<file path="src/rtl/data_bus_bridge_if.sv">
// ---------------------------------------------------------------------------
// data_bus_bridge_if
//
// Bundles the memory-stage request side and the external data-bus side of
// the data bus bridge.
//
//   Pipeline side : ram_en, ram_write_en[3:0], ram_addr[31:0],
//                   ram_write_data[31:0], flush          (into the bridge)
//                   stall_req, read_data[31:0]           (out of the bridge)
//   Bus side      : bus_req, bus_we[3:0], bus_addr[31:0],
//                   bus_wdata[31:0], bus_error           (out of the bridge)
//                   bus_ack, bus_rdata[31:0]             (into the bridge)
//
// Modports:
//   slave  - the bridge itself
//   master - the environment around it (pipeline plus bus responder)
// ---------------------------------------------------------------------------
interface data_bus_bridge_if;
  logic        ram_en;
  logic [3:0]  ram_write_en;
  logic [31:0] ram_addr;
  logic [31:0] ram_write_data;
  logic        flush;
  logic        stall_req;
  logic [31:0] read_data;
  logic        bus_req;
  logic [3:0]  bus_we;
  logic [31:0] bus_addr;
  logic [31:0] bus_wdata;
  logic        bus_ack;
  logic [31:0] bus_rdata;
  logic        bus_error;

  modport slave (
    input  ram_en, ram_write_en, ram_addr, ram_write_data, flush,
    input  bus_ack, bus_rdata,
    output stall_req, read_data,
    output bus_req, bus_we, bus_addr, bus_wdata, bus_error
  );

  modport master (
    output ram_en, ram_write_en, ram_addr, ram_write_data, flush,
    output bus_ack, bus_rdata,
    input  stall_req, read_data,
    input  bus_req, bus_we, bus_addr, bus_wdata, bus_error
  );
endinterface

</file>
<file path="src/rtl/data_bus_bridge.sv">
// ---------------------------------------------------------------------------
// data_bus_bridge
//
// Turns a single-cycle load/store request from the memory stage into a
// multi-cycle external bus transaction, stalling the pipeline until the bus
// acknowledges. A load's data is registered into read_data for writeback.
//
// Ports:
//   clk  - single clock for all state
//   rst  - synchronous, active-low reset
//   bif  - data_bus_bridge_if.slave (pipeline request side + bus side)
//
// Parameter:
//   TIMEOUT_CYCLES - ack-less BUSY cycles tolerated before an abort (1..255)
//
// Build option:
//   DBRIDGE_TIMEOUT_EN - when defined, compiles in the timeout watchdog that
//   aborts a hung transaction and pulses bus_error. When undefined, BUSY waits
//   for bus_ack indefinitely and bus_error is tied low.
//
// FSM: IDLE -> BUSY (request accepted) -> DONE (one cycle, stall released so
// the instruction can retire) -> IDLE. A transaction whose instruction was
// flushed while on the bus completes silently straight back to IDLE.
// ---------------------------------------------------------------------------
module data_bus_bridge #(
  parameter int unsigned TIMEOUT_CYCLES = 255
) (
  input logic              clk,
  input logic              rst,
  data_bus_bridge_if.slave bif
);

  // The watchdog counter is 8 bits wide, so the limit must fit in it.
  if (TIMEOUT_CYCLES == 0 || TIMEOUT_CYCLES > 255) begin : g_bad_timeout
    $error("data_bus_bridge: TIMEOUT_CYCLES must be in 1..255");
  end

  typedef enum logic [1:0] {
    IDLE = 2'd0,
    BUSY = 2'd1,
    DONE = 2'd2
  } state_t;

  state_t      state;
  logic        discard;    // owning instruction was flushed while on the bus
  logic [3:0]  we_q;
  logic [31:0] addr_q;
  logic [31:0] wdata_q;
  logic [31:0] read_data_q;
  logic        accept;

  // A new request is only taken from IDLE; DONE deliberately ignores ram_en
  // because it still belongs to the instruction that just completed.
  assign accept = (state == IDLE) && bif.ram_en && !bif.flush;

  assign bif.stall_req = accept || (state == BUSY);
  assign bif.bus_req   = (state == BUSY);
  assign bif.bus_we    = we_q;
  assign bif.bus_addr  = addr_q;
  assign bif.bus_wdata = wdata_q;
  assign bif.read_data = read_data_q;

`ifdef DBRIDGE_TIMEOUT_EN
  localparam logic [7:0] TIMEOUT_LIMIT = 8'(TIMEOUT_CYCLES);

  logic [7:0] wait_cnt;
  logic       error_q;

  assign bif.bus_error = error_q;
`else
  assign bif.bus_error = 1'b0;
`endif

  // NOTE: all state lives in this one clocked block and uses non-blocking
  // assignments, so every register samples the pre-edge values of its peers.
  always_ff @(posedge clk) begin
    // NOTE: the data registers are cleared in reset too, because read_data
    // and the bus_* copies are visible outputs and must come up as zero.
    if (!rst) begin
      state       <= IDLE;
      discard     <= 1'b0;
      we_q        <= 4'd0;
      addr_q      <= 32'd0;
      wdata_q     <= 32'd0;
      read_data_q <= 32'd0;
`ifdef DBRIDGE_TIMEOUT_EN
      wait_cnt    <= 8'd0;
      error_q     <= 1'b0;
`endif
    end else begin
`ifdef DBRIDGE_TIMEOUT_EN
      error_q <= 1'b0;
`endif
      case (state)
        IDLE: begin
          if (accept) begin
            we_q    <= bif.ram_write_en;
            addr_q  <= bif.ram_addr;
            wdata_q <= bif.ram_write_data;
            discard <= 1'b0;
`ifdef DBRIDGE_TIMEOUT_EN
            wait_cnt <= 8'd0;
`endif
            state   <= BUSY;
          end
        end

        BUSY: begin
          if (bif.bus_ack) begin
            // Ack beats a same-cycle timeout. Loads of flushed instructions
            // must not disturb read_data, which may still feed writeback.
            if (!discard && (we_q == 4'd0)) begin
              read_data_q <= bif.bus_rdata;
            end
            discard <= 1'b0;
            state   <= discard ? IDLE : DONE;
          end
`ifdef DBRIDGE_TIMEOUT_EN
          else if (wait_cnt == TIMEOUT_LIMIT) begin
            if (!discard && (we_q == 4'd0)) begin
              read_data_q <= 32'd0;
            end
            error_q <= 1'b1;
            discard <= 1'b0;
            state   <= discard ? IDLE : DONE;
          end
`endif
          else begin
            // The bus cycle cannot be cancelled, so a flush is only recorded.
            if (bif.flush) begin
              discard <= 1'b1;
            end
`ifdef DBRIDGE_TIMEOUT_EN
            wait_cnt <= wait_cnt + 8'd1;
`endif
          end
        end

        DONE:    state <= IDLE;
        default: state <= IDLE;
      endcase
    end
  end

endmodule

</file>
<file path="src/flat_wrapper.sv">
// flat-port wrapper written by rule: the top's interface ports become plain ports
module data_bus_bridge_flat 
#(
  parameter int unsigned TIMEOUT_CYCLES = 255
)
  (clk, rst, bif_ram_en, bif_ram_write_en, bif_ram_addr, bif_ram_write_data, bif_flush, bif_bus_ack, bif_bus_rdata, bif_stall_req, bif_read_data, bif_bus_req, bif_bus_we, bif_bus_addr, bif_bus_wdata, bif_bus_error);
  data_bus_bridge_if bif_i ();
  input logic clk;
  input logic rst;
  input wire logic [$bits(bif_i.ram_en)-1:0] bif_ram_en;
  input wire logic [$bits(bif_i.ram_write_en)-1:0] bif_ram_write_en;
  input wire logic [$bits(bif_i.ram_addr)-1:0] bif_ram_addr;
  input wire logic [$bits(bif_i.ram_write_data)-1:0] bif_ram_write_data;
  input wire logic [$bits(bif_i.flush)-1:0] bif_flush;
  input wire logic [$bits(bif_i.bus_ack)-1:0] bif_bus_ack;
  input wire logic [$bits(bif_i.bus_rdata)-1:0] bif_bus_rdata;
  output wire logic [$bits(bif_i.stall_req)-1:0] bif_stall_req;
  output wire logic [$bits(bif_i.read_data)-1:0] bif_read_data;
  output wire logic [$bits(bif_i.bus_req)-1:0] bif_bus_req;
  output wire logic [$bits(bif_i.bus_we)-1:0] bif_bus_we;
  output wire logic [$bits(bif_i.bus_addr)-1:0] bif_bus_addr;
  output wire logic [$bits(bif_i.bus_wdata)-1:0] bif_bus_wdata;
  output wire logic [$bits(bif_i.bus_error)-1:0] bif_bus_error;
  assign bif_i.ram_en = bif_ram_en;
  assign bif_i.ram_write_en = bif_ram_write_en;
  assign bif_i.ram_addr = bif_ram_addr;
  assign bif_i.ram_write_data = bif_ram_write_data;
  assign bif_i.flush = bif_flush;
  assign bif_i.bus_ack = bif_bus_ack;
  assign bif_i.bus_rdata = bif_bus_rdata;
  assign bif_stall_req = bif_i.stall_req;
  assign bif_read_data = bif_i.read_data;
  assign bif_bus_req = bif_i.bus_req;
  assign bif_bus_we = bif_i.bus_we;
  assign bif_bus_addr = bif_i.bus_addr;
  assign bif_bus_wdata = bif_i.bus_wdata;
  assign bif_bus_error = bif_i.bus_error;
  data_bus_bridge #(.TIMEOUT_CYCLES(TIMEOUT_CYCLES)) u_core (.clk(clk), .rst(rst), .bif(bif_i));
endmodule
</file>
<file path="config.mk">
export PLATFORM = sky130hd
export DESIGN_NAME = data_bus_bridge_flat
export DESIGN_NICKNAME = d
export VERILOG_FILES = /design/src/rtl/data_bus_bridge_if.sv /design/src/rtl/data_bus_bridge.sv /design/src/flat_wrapper.sv
export SDC_FILE = /design/constraint.sdc
export NUM_CORES = 1
export LEC_CHECK = 0
export CAP_MARGIN = 20
export CORE_ASPECT_RATIO = 1.4
export CORE_UTILIZATION = 39
export DETAILED_ROUTE_END_ITERATION = 6
export GPL_ROUTABILITY_DRIVEN = 0
export PLACE_DENSITY_LB_ADDON = 0.3
export REMOVE_ABC_BUFFERS = 1
export SYNTH_ARGS = -nofsm -noshare
export SYNTH_HDL_FRONTEND = slang
export SYNTH_SLANG_ARGS = --single-unit
</file>
<file path="constraint.sdc">
create_clock -name clk -period 1.5 [get_ports clk]
set_input_delay 0.15 -clock clk [delete_from_list [all_inputs] [get_ports clk]]
set_output_delay 0.15 -clock clk [all_outputs]
set_load 0.1 [all_outputs]
</file>
# After elaboration in Yosys (flattened, before gate mapping)
# Cells that the tools add are included.
[word_totals]
output_inout_bits = 103
word_cells = 31
input_bits = 105
ff_bits = 103
[classes]
n_eq_ne = 4
n_reduce_logical = 13
n_mux = 8
[op_table]
columns = ["cell", "n"]
rows = [
  ["2-bit 2-to-1 mux", 3],
  ["3-bit AND reduction", 2],
  ["4-bit logical NOT", 1],
  ["2-bit one-hot mux with 2 select lines", 1],
  ["2-bit AND reduction", 2],
  ["1-bit logical AND", 3],
  ["1-bit 2-to-1 mux", 3],
  ["3-bit inequality test, second input constant", 1],
  ["2-bit by 1-bit equality test with 1-bit output, second input constant", 1],
  ["1-bit logical NOT", 2],
  ["2-bit logical NOT", 1],
  ["2-bit by 1-bit inequality test with 1-bit output, second input constant", 1],
  ["2-bit inequality test, second input constant", 1],
  ["1-bit one-hot mux with 2 select lines", 1],
  ["2-bit nonzero test", 1],
  ["1-bit logical OR", 1],
]

# Logic depth before layout (Yosys ltp)
# Gate-level depths: netlist of run 1.
[logic_depth]
depth_word = 5
depth_mapped = 6

# Worst setup path after synthesis of run 1
# Ideal clock, no wire load.
[synth_timing]
kind = "reg-to-reg"
startpoint = "register u_core.we_q[3] (netlist: u_core.bif.bus_we[3])"
endpoint = "register u_core.read_data_q[10] (netlist: u_core.bif.read_data[10])"
setup_ns = 0.120
path_slack_ns = -0.338
stages_incl_launch_ff = 6
n_path_buf = 2
t_required_ns = 1.380
arrival_time_ns = 1.718
path_cell_list = "dfxtp_1 nor4_1 and4b_1 buf_4 buf_6 mux2i_1"
[synth_between]
elab_chain_len = 3
[synth_rtl]
columns = ["element", "line_no", "text"]
rows = [
  ["start, declared", "data_bus_bridge.sv:46", "logic [3:0] we_q;"],
  ["start signal, assigned", "data_bus_bridge.sv:97", "we_q <= bif.ram_write_en;"],
  ["4-bit logical NOT", "data_bus_bridge.sv:112", "if (!discard && (we_q == 4'd0)) begin"],
  ["1-bit logical AND", "data_bus_bridge.sv:112", ""],
  ["3-bit AND reduction (no source line)", "n/a", ""],
  ["end signal, assigned", "data_bus_bridge.sv:113", "read_data_q <= bif.bus_rdata;"],
  ["end, declared", "data_bus_bridge.sv:49", "logic [31:0] read_data_q;"],
]
# No other way between the ends.
# A chain may end at the register's enable or synchronous reset.

# Worst setup path in the final report of run 1
[layout_timing]
startpoint = "register u_core.state[1]"
endpoint = "output port bif_stall_req"
[layout_between]
elab_chain_len = 4
elab_cells_between_ends = 5
cone_classes = "eq/ne (1); reduce/logical (4)"
[layout_rtl]
columns = ["element", "line_no", "text"]
rows = [
  ["start, declared", "data_bus_bridge.sv:44", "state_t state;"],
  ["start signal, assigned", "data_bus_bridge.sv:116", "state <= discard ? IDLE : DONE;"],
  ["2-bit logical NOT", "data_bus_bridge.sv:54", "assign accept = (state == IDLE) && bif.ram_en && !bif.flush;"],
  ["1-bit logical AND (2 in series)", "data_bus_bridge.sv:54", ""],
  ["1-bit logical OR *", "data_bus_bridge.sv:56", "assign bif.stall_req = accept || (state == BUSY);"],
  ["end, declared", "flat_wrapper.sv:17", "output wire logic [$bits(bif_i.stall_req)-1:0] bif_stall_req;"],
]
# Mark *: on every way between the ends. The rest lies on a longest branch, timed or not.

==> results of run 1 <==
==> power by group through the flow <==
stage	sequential, mW	clock, mW	combinational, mW
3_5_place_dp	3.03	0	1.99
3_3_place_gp	3.03	0	1.97
6_report	2.98	2.12	2.05
5_1_grt	2.99	2.29	2.12
4_1_cts	2.97	2.18	2.03
2_1_floorplan	3.78	0	0.231
==> area by class of cell <==
cell class,instances,area (um^2),share of cell area (%)
clock inverter,1,5.00,0.0663
sequential,103,2070,27.4
clock buffer,13,260,3.45
multi-input combinational,314,1640,21.7
tap,135,169,2.24
timing repair buffer,231,3410,45.2
==> routing by layer <==
layer / vias up / GRT usage, % / wire length, um
met5: - / 0 / 0
met4: 0 / 10.2 / 344
met3: 22 / 6.21 / 828
met2: 143 / 44.1 / 6860
met1: 1813 / 22.5 / 4260
li1: 1927 / - / -
==> final timing paths <==
check	from	endpoint	depth (start not counted)
worst min-delay path	rst	u_core.bif.bus_wdata[21]$_SDFFE_PN0P_	3
worst max-delay path	u_core.state[1]$_SDFFE_PN0P_	bif_stall_req	4
worst max register to register	u_core.bif.bus_we[2]$_SDFFE_PN0P_	u_core.bif.read_data[3]$_SDFFE_PN0P_	5
worst min register to register	u_core.bif.bus_wdata[13]$_SDFFE_PN0P_	u_core.bif.bus_wdata[13]$_SDFFE_PN0P_	2
==> Yosys cell counts <==
cell	n
a211oi_1	1
a21oi_1	1
and4b_1	2
buf_2	10
buf_4	2
buf_6	4
buf_8	3
clkbuf_1	20
clkbuf_2	4
conb_1	1
dfxtp_1	103
mux2i_1	32
nand2_1	132
nand3_1	68
nor2b_1	2
nor2b_4	1
nor4_1	1
nor4b_4	1
o21a_1	1
o21ai_0	63
o21ai_1	6
or2_2	1
or3b_2	1
==> repair_timing <==
item	CTS	global route
buffers inserted	3	1
hold buffers	0	0
resized for setup	11	10
pin swaps	2	2
endpoints found under the hold margin	0	0
setup endpoints to repair	13	74
gates cloned	2	2
==> state kept, by name, indices dropped and copies added, names as in the netlist <==
signal                cells
u_core.bif.bus_addr      32
u_core.bif.bus_we         4
u_core.bif.bus_wdata     32
u_core.bif.read_data     32
u_core.discard            1
u_core.state              2
==> cell families (layout without fill, tap and decap cells) <==
kind of cell / after synthesis / in the layout / synth area share (%)
AOI/OAI and AO/OA: 72 / 72 / 9.30
buffers and inverters: 43 / 245 / 6.37
DFF: 103 / 103 / 52.5
muxes: 32 / 32 / 8.15
other: 1 / 1 / 0.0954
and+or+nand+nor: 209 / 209 / 23.6
==> stage by stage <==
step	utilization (%)	TNS, ns	instances	instance area (um^2)
after floorplan	-	-194.77	417	3680
after global placement	72.5	-0.854	777	7140
after detailed placement	72.5	-2.45	777	7140
after CTS	76.3	-0.166	796	7520
after global routing	76.7	-2.74	797	7550
final	76.7	-0.152	797	7550
==> worst max-delay path, stage by stage, from the launching register on <==
cell,delay (ns)
dfxtp_2,0.37
nor4b_4,0.28
buf_6,0.13
or2_4,0.11
buf_12,0.16
==> reports/results.ini, run 1 <==
[run_status]
run_status=complete, but fails checks
violations=negative setup slack

[global_routing]
antenna_found_initial=0
grt-ovfl-total=0
grt_pass1_wl_um=18700
grt_max_degree=62
grt_usage_pct=23.1
grt_pass1_vias=3944

[placement]
hpwl_um=8650
pre_cts_slack_ns=-0.0960
numPortBuffers=206

[clocking]
cts_tree=yes
cts.reportedPaths.clkPinSlew_ns=0.06
clk_path_buf_depth=2
clock_tree.root_cell=clkbuf_16
clock_latency_ns=0.33
cts_made_buffers=9
cts.sinks=103
ctsHtreeMaxLevel=3

[run]
cap_viol_max_count=0

[timing]
rsz0062_at_grt=yes
final_hold_viol_count=0
slew_viol_final=0
layout_min_cycle_time_ns=1.54
clock_skew_ns=0.00480
post-route-period-util_pct=103
setup_viol=10
worst_slack_ns=-0.0377
max_clock_freq_ghz=0.650
holdWs_ns=0.209

[hold_path]
hp-class=in2reg

[route]
finalWirelength_um=12300
first_iter_violations=154
route.detailed.drc=0
vias=3905
dr.pass1.iters=4
wire_per_inst_um=15.4
ant_nets=0
viasPerCell=4.90

[floorplanning]
rows=43
dieHeight_um=121
start_util_pct=39.9
die_x_um=86.8
core_area_um2=9850
top_level_ports=208
die_area_um2=10500

[power_and_ir_drop]
power.total_mw=7.14
power.leakage_nw=2.82
power_density_nw_per_um2=946
seqPwrFrac_pct=41.7
p_sw_share_pct=31.6
internal-power_mw=4.89
clkPwrFrac_pct=29.7
p_sw_mw=2.26
power.share.combinational_pct=28.6
peakVddDrop_v=0.000582

[critical_path]
critical_path_class=reg2out
required_ns=1.35
critPathArrivalTime_ns=1.39
r2r_slack_ns=-0.03
end_kind=output pin
cp_max_fo=4
crit_path_start_kind=flop

[synth]
ys_seq_area_share_pct=52.5
syn_area_per_cell_um2=8.54
synth.distinct_cells=23
synthesis.area_um2=3930
syn_inst=460
yosys.area.top_type_share_pct=52.5
synthTopCellsByArea=dfxtp_1 (52%), nand2_1 (13%), nand3_1 (8.7%), mux2i_1 (8.2%), o21ai_0 (8.0%)
ys_ff_latch=103
synth_area_leader_cell=dfxtp_1
yosysWarnings=0

[final_layout]
mostFrequentLayoutCells=nand2_1 (132), buf_12 (106), clkdlybuf4s50_1 (103)
antenna_cells=0
final_common_cell=nand2_1
area_delta_synth_final_pct=92.2
drive_gt1_share_pct=22.5
num-nets-final=764
fillCellCount=667

(Power assumes the default switching activity.)
==> run 2, diff against run 1 <==
--- a/config.mk
+++ b/config.mk
@@ -10,7 +10,7 @@
 export CORE_UTILIZATION = 39
 export DETAILED_ROUTE_END_ITERATION = 6
 export GPL_ROUTABILITY_DRIVEN = 0
-export PLACE_DENSITY_LB_ADDON = 0.3
+export PLACE_DENSITY = 0.8
 export REMOVE_ABC_BUFFERS = 1
 export SYNTH_ARGS = -nofsm -noshare
 export SYNTH_HDL_FRONTEND = slang
==> run 2 against run 1 <==
  * The flow still finishes with violations (negative setup slack)
  * Critical path depth did not move
  * Global-route usage fell by 0.44 points
  * Wire length fell by 3.2%
  * Register-to-register slack improved by 0.08 ns
  * Sequential share of layout area fell by 0.053 points
  * Die area did not move
  * Final cell count rose by 0.75%
  * Combinational power barely moved
==> reports/results.ini, run 2 (synthesis results as in run 1) <==
[route]
first_iter_violations=112
route.detailed.drc=0
wire_per_inst_um=14.8
finalWirelength_um=11900
ant_nets=0
vias=3945
dr.pass1.iters=4
viasPerCell=4.91

[final_layout]
antenna_cells=0
final_common_cell=nand2_1
fin_area_um2=7560
drive_gt1_share_pct=23.2
area_delta_synth_final_pct=92.5
mostFrequentLayoutCells=nand2_1 (132), buf_12 (107), clkdlybuf4s50_1 (103)
finish.utilization_pct=76.8
num-nets-final=772
finalNonFillerCells=803

[timing]
post-route-period-util_pct=101
final_hold_viol_count=0
worst_slack_ns=-0.0103
holdWs_ns=0.218
slew_viol_final=0
clock_skew_ns=0.00640
rsz0062_at_grt=yes
max_clock_freq_ghz=0.662
setup_viol=1
layout_min_cycle_time_ns=1.51
fin_setup_tns_ns=-0.0103

[critical_path]
crit_path_start_kind=flop
critical_path_class=reg2out
timing.rr.start=u_core.state[1]$_SDFFE_PN0P_
reg2regPathDepth=6
critPathArrivalTime_ns=1.36
required_ns=1.35
cp_max_fo=3
r2r_slack_ns=0.05
rr_endpoint=u_core.bif.bus_wdata[24]$_SDFFE_PN0P_
end_kind=output pin

[floorplanning]
die_x_um=86.8
start_util_pct=39.9
die_area_um2=10500
top_level_ports=208
core_area_um2=9850
rows=43
dieHeight_um=121

[hold_path]
hp-class=in2reg
holdCritStartpoint=rst
holdPathStages=2
worstHoldEndpoint=u_core.state[0]$_SDFFE_PN0P_

[clocking]
cts_made_buffers=9
cts.sinks=103
clock_tree.root_cell=clkbuf_16
cts.reportedPaths.clkPinSlew_ns=0.06
cts_tree=yes
clk_path_buf_depth=2
ctsHtreeMaxLevel=3
clock_latency_ns=0.34
cts_hold_buf=0

[global_routing]
grt_pass1_wl_um=18300
grt_pass1_vias=3913
grt_usage_pct=22.6
grt-ovfl-total=0
antenna_found_initial=0
grt_max_degree=52

[placement]
dp.cells=787
hpwl_um=8840
pre_cts_slack_ns=-0.163
post_dp_cell_area_um2=7210
numPortBuffers=206

[run_status]
violations=negative setup slack
run_status=complete, but fails checks

[power_and_ir_drop]
power_density_nw_per_um2=943
power.total_mw=7.13
peakVddDrop_v=0.000594
power.leakage_nw=2.84

[run]
cap_viol_max_count=0

run 2: cell count changes in the layout (fill, tap and decap cells not counted), sizes merged:
cell / delta
clkinv: -1
clkbuf: -1
clkinvlp: +1
buf: +7
run 2: what timing repair did:
item                                    4_1_cts  5_1_grt
resized for setup                             5        3
pin swaps                                     2        2
gates cloned                                  0        2
endpoints found under the setup margin        1       16
buffers inserted                              2        0
run 2: routing by layer:
metal	routed length, um	share of wire (%)	global-route usage, %	vias to the layer above
met4	437	3.7	12.4	0
met2	6480	54	41.6	150
met1	4160	35	21.8	1820
li1	-	-	-	1943
met3	823	6.9	7.30	32
met5	0	0	0	-
run 2: worst max path at each step:
stage / startpoint / endpoint / slack [ns] / cells after the start
floorplan: u_core.state[1]$_SDFFE_PN0P_ / bif_stall_req / -2.65 / 2
global placement: bif_flush / u_core.bif.bus_addr[7]$_SDFFE_PN0P_ / -0.1 / 4
detailed placement: bif_flush / u_core.bif.bus_addr[23]$_SDFFE_PN0P_ / -0.16 / 5
CTS: u_core.state[0]$_SDFFE_PN0P_ / bif_stall_req / -0.0001 / 4
global route: u_core.state[1]$_SDFFE_PN0P_ / bif_stall_req / -0.05 / 3
finish: u_core.state[0]$_SDFFE_PN0P_ / bif_stall_req / -0.01 / 4
run 2: layout make-up:
| type | instances | area, um^2 |
|---|---|---|
| clock buffer | 11 | 253 |
| clock inverter | 1 | 7.51 |
| fill | 630 | 2280 |
| multi-input combinational | 314 | 1620 |
| sequential | 103 | 2070 |
| tap | 135 | 169 |
| timing repair buffer | 239 | 3440 |
run 2: worst max-delay path, cell delays in order (launching register included):
cell and delay (ns):
dfxtp_4 0.36, nor2b_4 0.13, buf_6 0.11, or2_4 0.26, buf_12 0.17
run 2: power breakdown:
group / switching, mW / internal, mW / leakage [nW]
logic: 1.20 / 0.842 / 1.88
registers: 0.120 / 2.85 / 0.839
clock network: 0.936 / 1.18 / 0.125
==> run 3, diff against run 2 <==
--- a/config.mk
+++ b/config.mk
@@ -6,7 +6,7 @@
 export NUM_CORES = 1
 export LEC_CHECK = 0
 export CAP_MARGIN = 20
-export CORE_ASPECT_RATIO = 1.4
+export CORE_ASPECT_RATIO = 0.75
 export CORE_UTILIZATION = 39
 export DETAILED_ROUTE_END_ITERATION = 6
 export GPL_ROUTABILITY_DRIVEN = 0
==> run 3 against run 2 <==
  * The flow still finishes with violations (negative setup slack)
  * Die area hardly changed
  * First-iteration DRC count is 75% higher
  * Sequential cell count stayed put
  * Clock power is 4% higher
  * Fmax is 3.8% lower
  * Global-route usage is 0.64 points higher
  * Wire length is 12% higher
  * Worst setup slack worse by 0.060 ns
  * Combinational power hardly changed
  * Critical path type unchanged
  * Largest power group unchanged
==> reports/results.ini, run 3 (synthesis results as in run 1) <==
[run_status]
run_status=complete, but fails checks
violations=negative setup slack

[timing]
setup_viol=9
fin_setup_tns_ns=-0.164
worst_slack_ns=-0.0699
max_clock_freq_ghz=0.637
final_hold_viol_count=0
holdWs_ns=0.185
layout_min_cycle_time_ns=1.57
post-route-period-util_pct=105
clock_skew_ns=0.00516
slew_viol_final=0
rsz0062_at_grt=yes

[critical_path]
rr_endpoint=u_core.bif.read_data[20]$_SDFFE_PN0P_
crit_path_end=bif_stall_req
timing.rr.start=u_core.bif.bus_we[2]$_SDFFE_PN0P_
cp_max_fo=3
end_kind=output pin
crit_path_start_kind=flop
required_ns=1.35
crit_start=u_core.state[1]$_SDFFE_PN0P_
r2r_slack_ns=-0.03
critPathArrivalTime_ns=1.42
reg2regPathDepth=4
critical_path_class=reg2out

[global_routing]
grt_max_degree=59
grt_usage_pct=23.3
antenna_found_initial=0
grt_pass1_vias=3841
grt_pass1_wl_um=18800
grt-ovfl-total=0

[placement]
numPortBuffers=206
pre_cts_slack_ns=-0.163
hpwl_um=9060

[clocking]
cts_made_buffers=9
ctsHtreeMaxLevel=3
cts.sinks=103
cts.reportedPaths.clkPinSlew_ns=0.07
clock_latency_ns=0.34
cts_tree=yes
cts_hold_buf=0
clock_tree.root_cell=clkbuf_16
clk_path_buf_depth=2

[route]
ant_nets=0
vias=3972
viasPerCell=4.98
route.detailed.drc=0
first_iter_violations=196
wire_per_inst_um=16.7
finalWirelength_um=13300
dr.pass1.iters=5

[final_layout]
finish.utilization_pct=78.4
antenna_cells=0
drive_gt1_share_pct=23.9
area_delta_synth_final_pct=94.4
fillCellCount=576
final_common_cell=nand2_1
mostFrequentLayoutCells=nand2_1 (132), buf_12 (108), clkdlybuf4s50_1 (103)
num-nets-final=766

[power_and_ir_drop]
seqPwrFrac_pct=41.1
power_density_nw_per_um2=948
power.share.combinational_pct=28.6
power.leakage_nw=2.86
clkPwrFrac_pct=30.3
p_sw_mw=2.37
p_sw_share_pct=32.8
internal-power_mw=4.87
peakVddDrop_v=0.000755

[floorplanning]
start_util_pct=40.4
die_x_um=118
die_area_um2=10500
dieHeight_um=88.9
core_area_um2=9740
rows=31
top_level_ports=208

[run]
cap_viol_max_count=0

[hold_path]
hp-class=in2reg

==> run 3: cell count changes in the layout (fill, tap and decap cells not counted), sizes merged <==
cell      delta
buf          -8
clkbuf       +2
clkinvlp     +1
clkinv       +3
==> run 3: cell type report <==
| cell class | instances | area (um^2) | area share [%] |
|---|---|---|---|
| clock inverter | 5 | 33.8 | 0.442 |
| timing repair buffer | 233 | 3480 | 45.5 |
| clock buffer | 11 | 243 | 3.18 |
| sequential | 103 | 2070 | 27.1 |
| multi-input combinational | 314 | 1650 | 21.6 |
| tap | 132 | 165 | 2.16 |
==> run 3: critical path, stage by stage, from the launching register on <==
cell     delay [ns]
dfxtp_4        0.37
nor4b_4        0.27
buf_4          0.16
or2_4          0.11
buf_12         0.16
==> run 3: routing by layer <==
layer	vias up	GRT usage, %	routed length (um)
met1	1846	24.5	5090
met5	-	0	0
met2	175	42.9	6840
li1	1929	-	-
met3	22	9.95	1160
met4	0	7.34	240
==> run 3: what timing repair did <==
item | 4_1_cts | 5_1_grt
gates resized for setup | 11 | 9
pin swaps | 2 | 2
gates cloned | 1 | 5
hold endpoints to repair | 0 | 0
buffers inserted | 2 | 1
endpoints found under the setup margin | 14 | 59
==> run 3: power groups by stage <==
stage          Sequential [mW]  Combinational (mW)  Clock [mW]
2_1_floorplan             3.78               0.231           0
3_3_place_gp              3.03                1.96           0
3_5_place_dp              3.04                2.00           0
4_1_cts                   2.97                2.02        2.24
5_1_grt                   2.99                2.14        2.35
6_report                  2.97                2.07        2.19
==> run 3: metrics by stage <==
| stage | std cells | cell area [um^2] | power, mW |
|---|---|---|---|
| global placement | 773 | 7140 | 4.99 |
| CTS | 792 | 7480 | 7.23 |
| floorplan | 417 | 3680 | 4.01 |
| finish | 798 | 7640 | 7.24 |
| detailed placement | 773 | 7140 | 5.03 |
| global route | 798 | 7640 | 7.48 |
==> run 3: how the worst min path moves through the flow <==
stage	slack, ns	from	cells past startpoint	endpoint
3_5_place_dp	0.48	u_core.bif.bus_wdata[20]$_SDFFE_PN0P_	2	u_core.bif.bus_wdata[20]$_SDFFE_PN0P_
3_3_place_gp	0.47	u_core.bif.bus_wdata[10]$_SDFFE_PN0P_	2	u_core.bif.bus_wdata[10]$_SDFFE_PN0P_
5_1_grt	0.19	rst	2	u_core.state[0]$_SDFFE_PN0P_
6_report	0.19	rst	2	u_core.state[0]$_SDFFE_PN0P_
2_1_floorplan	0.24	bif_bus_ack	1	u_core.discard$_SDFFE_PN0P_
4_1_cts	0.17	rst	2	u_core.state[0]$_SDFFE_PN0P_
